`config.mk`:
```
export PLATFORM = sky130hd
export DESIGN_NAME = ysyx_23060184_ifu
export DESIGN_NICKNAME = d
export VERILOG_FILES = /design/src/rtl/ysyx_23060184_ifu.sv
export SDC_FILE = /design/constraint.sdc
export NUM_CORES = 1
export LEC_CHECK = 0
export ABC_CLOCK_PERIOD_IN_PS = 4100
export CORE_ASPECT_RATIO = 1.1
export CORE_UTILIZATION = 41
export CTS_BUF_LIST = sky130_fd_sc_hd__clkbuf_8
export CTS_CLUSTER_DIAMETER = 120
export DETAILED_ROUTE_END_ITERATION = 10
export PLACE_DENSITY = 0.95
export REMOVE_ABC_BUFFERS = 1
export SYNTH_ARGS = -nofsm -noshare
export SYNTH_HDL_FRONTEND = slang
export SYNTH_SLANG_ARGS = --single-unit
export TNS_END_PERCENT = 50
```
`constraint.sdc`:
```
create_clock -name clk -period 4.1 [get_ports clk]
set_input_delay 0.82 -clock clk [delete_from_list [all_inputs] [get_ports clk]]
set_output_delay 0.82 -clock clk [all_outputs]
set_load 0.005 [all_outputs]
```
`src/rtl/ysyx_23060184_ifu.sv`:
```
// Instruction fetch unit: holds the PC, issues one imem read per instruction, hands it to decode.
// Optional misaligned-NPC trap is built when YSYX_23060184_IFU_ALIGN_CHECK_EN is defined.
module ysyx_23060184_ifu #(
  parameter int                    DATA_WIDTH = 32,
  parameter logic [DATA_WIDTH-1:0] RESET_PC   = 32'h8000_0000
) (
  input  logic                  clk,
  input  logic                  rst,
  input  logic [DATA_WIDTH-1:0] npc_i,
  input  logic                  npc_valid_i,
  output logic                  imem_req_valid_o,
  input  logic                  imem_req_ready_i,
  output logic [DATA_WIDTH-1:0] imem_addr_o,
  input  logic                  imem_resp_valid_i,
  input  logic [DATA_WIDTH-1:0] imem_rdata_i,
  output logic                  inst_valid_o,
  input  logic                  inst_ready_i,
  output logic [DATA_WIDTH-1:0] inst_o,
  output logic [DATA_WIDTH-1:0] pc_o,
  output logic [DATA_WIDTH-1:0] pc_plus4_o,
  output logic                  fetch_err_o,
  output logic [2:0]            dbg_state_o
);

  typedef enum logic [2:0] {
    BOOT    = 3'd0,
    FETCH   = 3'd1,
    WAIT    = 3'd2,
    DELIVER = 3'd3,
    EXEC    = 3'd4
`ifdef YSYX_23060184_IFU_ALIGN_CHECK_EN
    , TRAP  = 3'd5
`endif
  } state_t;

  state_t                state;
  logic [DATA_WIDTH-1:0] pc;
  logic [DATA_WIDTH-1:0] inst;

  // Handshakes: a transfer happens on a rising edge where valid and ready are both high;
  // valid and its payload stay stable until that edge, and a response pulse is only
  // consumed in WAIT, so one request is outstanding at most.
  always_ff @(posedge clk) begin
    if (rst) begin
      state <= BOOT;
      pc    <= RESET_PC;
      inst  <= '0;
    end else begin
      case (state)
        BOOT:    state <= FETCH;
        FETCH:   if (imem_req_ready_i) state <= WAIT;
        WAIT: begin
          if (imem_resp_valid_i) begin
            inst  <= imem_rdata_i;
            state <= DELIVER;
          end
        end
        DELIVER: if (inst_ready_i) state <= EXEC;
        EXEC: begin
          if (npc_valid_i) begin
            pc <= npc_i;
`ifdef YSYX_23060184_IFU_ALIGN_CHECK_EN
            state <= (npc_i[1:0] != 2'b00) ? TRAP : FETCH;
`else
            state <= FETCH;
`endif
          end
        end
`ifdef YSYX_23060184_IFU_ALIGN_CHECK_EN
        TRAP:    state <= TRAP;
`endif
        default: state <= BOOT;
      endcase
    end
  end

  assign imem_req_valid_o = (state == FETCH);
  assign inst_valid_o     = (state == DELIVER);
  assign imem_addr_o      = pc;
  assign pc_o             = pc;
  assign inst_o           = inst;
  assign pc_plus4_o       = pc + DATA_WIDTH'(4);
  assign dbg_state_o      = state;

`ifdef YSYX_23060184_IFU_ALIGN_CHECK_EN
  assign fetch_err_o = (state == TRAP);
`else
  assign fetch_err_o = 1'b0;
`endif

endmodule
```
Yosys cells after proc, flatten, opt, wreduce, memory -nomap -nowiden. Cells that the tools add are included.

Input port bits: 70. Output and inout bits: 134. Register bits: 67. Word-level logic and storage cells: 21.

Reductions and logical operators: 4. Add/subtract/negate cells: 1. Equal/unequal tests: 8. Multiplexer cells: 5.

Operators by type and width (count): $add 32x3->32 const B (1); $pmux 3 s5 (1); $mux 3 (4); $eq 3x2->1 const B (2); $ne 2x1->1 const B (2); $ne 2x2->1 const B (2); $reduce_and 2->1 (2); $reduce_and 4->1 (1); $eq 3x1->1 const B (1); $eq 3x3->1 const B (1); $logic_not 3->1 (1).

Depth between registers and ports, before layout.
Depth after elaboration: 3. Gate-level depth with buffers: 7. Depth with buffers taken out: 5.

Least setup slack after synthesis. No wires, ideal clock.

Kind: register to output. From: register pc[10] (netlist: imem_addr_o[10]). To: output pc_plus4_o[23]. Data arrival time: 1.612 ns. Required time: 3.280 ns. Buffers on the path: 1. Slack: 1.668 ns. Stages on the path, launching flop included: 6. Cells stage by stage: dfxtp_1 nand4_4 or4_4 buf_6 nor4_4 xor2_1.

Cells in the longest elaborated chain, start to end: 1.

RTL lines: from (decl) (RTL line 37) `logic [DATA_WIDTH-1:0] pc;`; from (signal assigned) (RTL line 61) `pc <= npc_i;`; $add 32x3->32 (RTL line 82) `assign pc_plus4_o = pc + DATA_WIDTH'(4);`; to (decl) (RTL line 20) `output logic [DATA_WIDTH-1:0] pc_plus4_o,`.

No other way between the ends.

Worst setup path in the final report.
From: register pc[15] (netlist: imem_addr_o[15]). To: output pc_plus4_o[30].

The elaborated chain is that of the path after synthesis.

==> key figures <==
Outcome
  – Status: completed

Yosys
  – Yosys warning total: 0
  – Distinct cells, synth: 31
  – Post-Synth Simple-Gate Area: around 28%
  – Mean Syn Cell Area: between 7 and 8 um2
  – Post-synth top area cell: dfxtp_1
  – Synth Instances: roughly 420
  – Main combinational cell family by area after synthesis: simple AND/OR/NAND/NOR gates
  – Top-area cell type share of the netlist area: 41.7%
  – Sequential share of the synthesized area: a little over two fifths
  – Adder-Cell Fraction of Synth Area: less than 1%
  – Fraction of the mapped netlist area in compound gates: between 10% and 20%
  – Seq cells post-synth: 67
  – Synth top area cells: dfxtp_1, nand2_1, a21oi_1
  – Async set or reset register ratio after synthesis: 0%
  – Post-synth EDFFs: 0
  – Mux contribution to synthesized area: 0.350%
  – Most used DFF post-synth: dfxtp_1
  – Post-Syn Area: 0.00322 mm2
  – Synth Area in XOR/XNOR: between 7 and 8%

Floorplanning
  – Die Y: 94.9 um
  – Full die area: roughly 0.008 mm2
  – Initial Util: a little over two fifths
  – Core ar.: 0.00751 mm2
  – Die Wd: 86.5 um
  – Number of I/O pins: 204
  – FP Rows: 33

Worst setup path
  – Startpoint types: register
  – CP Data Arrival Time: approximately 2.7 ns
  – Critical Path RT: between 3 and 4 ns
  – Crit end category: output port
  – CP Max Fanout: 8
  – CP Class: register to output port

Clock network
  – CTS tree: done
  – Clk_lat worst skew: 0.32 ns
  – Num CTS Buffers: 9
  – Setup Buffers After CTS: 0
  – Clock buffer depth: 2
  – CTS Sinks: 67
  – Root buf cell: clkbuf_8
  – CTS Hold Bufs: 0
  – Htree depth: 3
  – Post-CTS sizing: 0
  – Clock transition at the registers of the reported paths: around 0.080 ns

Finish
  – Net count, final: around 650
  – Commonest non-fill, non-tap cell in the layout: clkdlybuf4s50_1
  – Antenna Cells: 0
  – Final Util: around 70%
  – Post-route cell area: 0.00528 mm2
  – P&R area growth vs syn: 64.0%
  – Non-Filler Instances: around 700
  – Commonest cells after routing, fill and taps aside: clkdlybuf4s50_1, nand2_1, dfxtp_1
  – Ratio of cells with drive above 1 in the final layout: roughly 4.8%

STA
  – F_max: ~0.28 GHz
  – Post-route clock period utilization: a little under 90%
  – RSZ-0062 raised after global routing: false
  – Setup TNS: 0 ns
  – Max-Slew Margin vs Limit: approximately 20%
  – Tmin final: 3.55 ns
  – Final Hold Viols: 0
  – Worst-Margin Slew: about 1.2 ns
  – Max-slew violation count: 0
  – Setup Skew: 0.00974 ns
  – Final setup fails: 0

Place
  – Dpl hpwl: around 7500 um
  – Final RePlAce weighted congestion: 0.830
  – Dpl cells: around 670
  – Placement Cell Area: approximately 0.0050 mm2
  – Number of buffer cells added on primary ports: 202

Detailed routing
  – WL per Instance: ~14 um
  – First DRT Iteration DRCs: 139
  – Post-DR vias/cell: between 4 and 5
  – First-pass DRT Iterations: 7
  – DR vias: about 3400
  – Post-route ant nets: 0
  – # DRC: 0
  – Detailed Route WL: a little under 10000 um

Power
  – Max VDD drop: between 0.3 and 0.4 mV
  – Pwr dens: 277 mW/mm2
  – Leak pwr: 0.00183 uW

Global routing
  – Number of global-route vias before repair: 3225
  – Antenna violations before repair: 0
  – GRT Resource Usage Total: 23.6%
  – Largest net degree at the start of global routing: a little under 70
  – First-pass GRT wire length: 15100 um
  – Overflow after GRT: 0

Worst hold path
  – HP Class: register to register

Flow run
  – MaxCap Viol Count: 0
==> flip-flops by register name, summed over array words and instances (netlist names) <==
register and flops:
inst_o 32, dbg_state_o 3, imem_addr_o 32
==> layer usage <==
| metal | vias up | global-route usage, % | routed length [um] |
|---|---|---|---|
| met2 | 165 | 44.7 | 5180 |
| met3 | 21 | 7.60 | 849 |
| met5 | - | 0 | 0 |
| li1 | 1657 | - | - |
| met4 | 0 | 9.58 | 191 |
| met1 | 1563 | 23.7 | 3650 |
==> metrics by stage <==
step / power, uW / setup WS, ns / hold WS (ns)
6_report: 1460 / 0.550 / 0.456
3_5_place_dp: 820 / 0.921 / 0.450
5_1_grt: 1520 / 0.356 / 0.480
2_1_floorplan: 709 / 1.65 / 0.447
3_3_place_gp: 816 / 1.08 / 0.441
4_1_cts: 1480 / 0.541 / 0.457
==> worst paths after layout <==
path / slack (ns) / startpoint / end / depth (start not counted)
min reg2reg: 0.46 / inst_o[13]$_SDFFE_PP0P_ / inst_o[13]$_SDFFE_PP0P_ / 2
min: 0.46 / inst_o[13]$_SDFFE_PP0P_ / inst_o[13]$_SDFFE_PP0P_ / 2
max reg2reg: 2.20 / dbg_state_o[2]$_SDFFE_PP0P_ / inst_o[3]$_SDFFE_PP0P_ / 4
max: 0.55 / imem_addr_o[15]$_SDFFE_PP0P_ / pc_plus4_o[30] / 5
==> cell families after synthesis <==
kind of cell,count (synthesis)
flops,67
mux,1
simple gates,191
other cells,1
fa+ha+maj,1
compound gates,67
xor+xnor,28
buf+inv,63
==> worst max-delay path, cell delays in order (launching register included) <==
cell and delay, ns:
dfxtp_1 0.50, nand4_1 0.43, nor4_4 0.54, nand4b_1 0.18
xnor2_1 0.22, clkdlybuf4s50_1 0.54
==> report_power, final <==
| group | switching (uW) | internal (uW) |
|---|---|---|
| sequential | 9.48 | 660 |
| combinational | 44.4 | 90.3 |
| clock | 253 | 403 |
| total | 307 | 1150 |
==> final cells by class <==
class | instances | area (um2)
well taps | 105 | 131
inverters | 4 | 15.0
fillers | 626 | 2240
multi-input cells | 289 | 1500
flip-flops and latches | 67 | 1340
clock inverters | 7 | 116
clock buffers | 9 | 124
repair buffers | 206 | 2050
==> synth_stat cells, types with 4 or more instances <==
master	number
nand2_1	138
dfxtp_1	67
a21oi_1	65
buf_4	35
clkbuf_1	22
xnor2_1	21
nand3_1	11
nand4_1	9
nor2_1	9
xor2_1	7
and3_1	6
inv_1	4
Note: power is estimated with default switching activity, not from simulation.
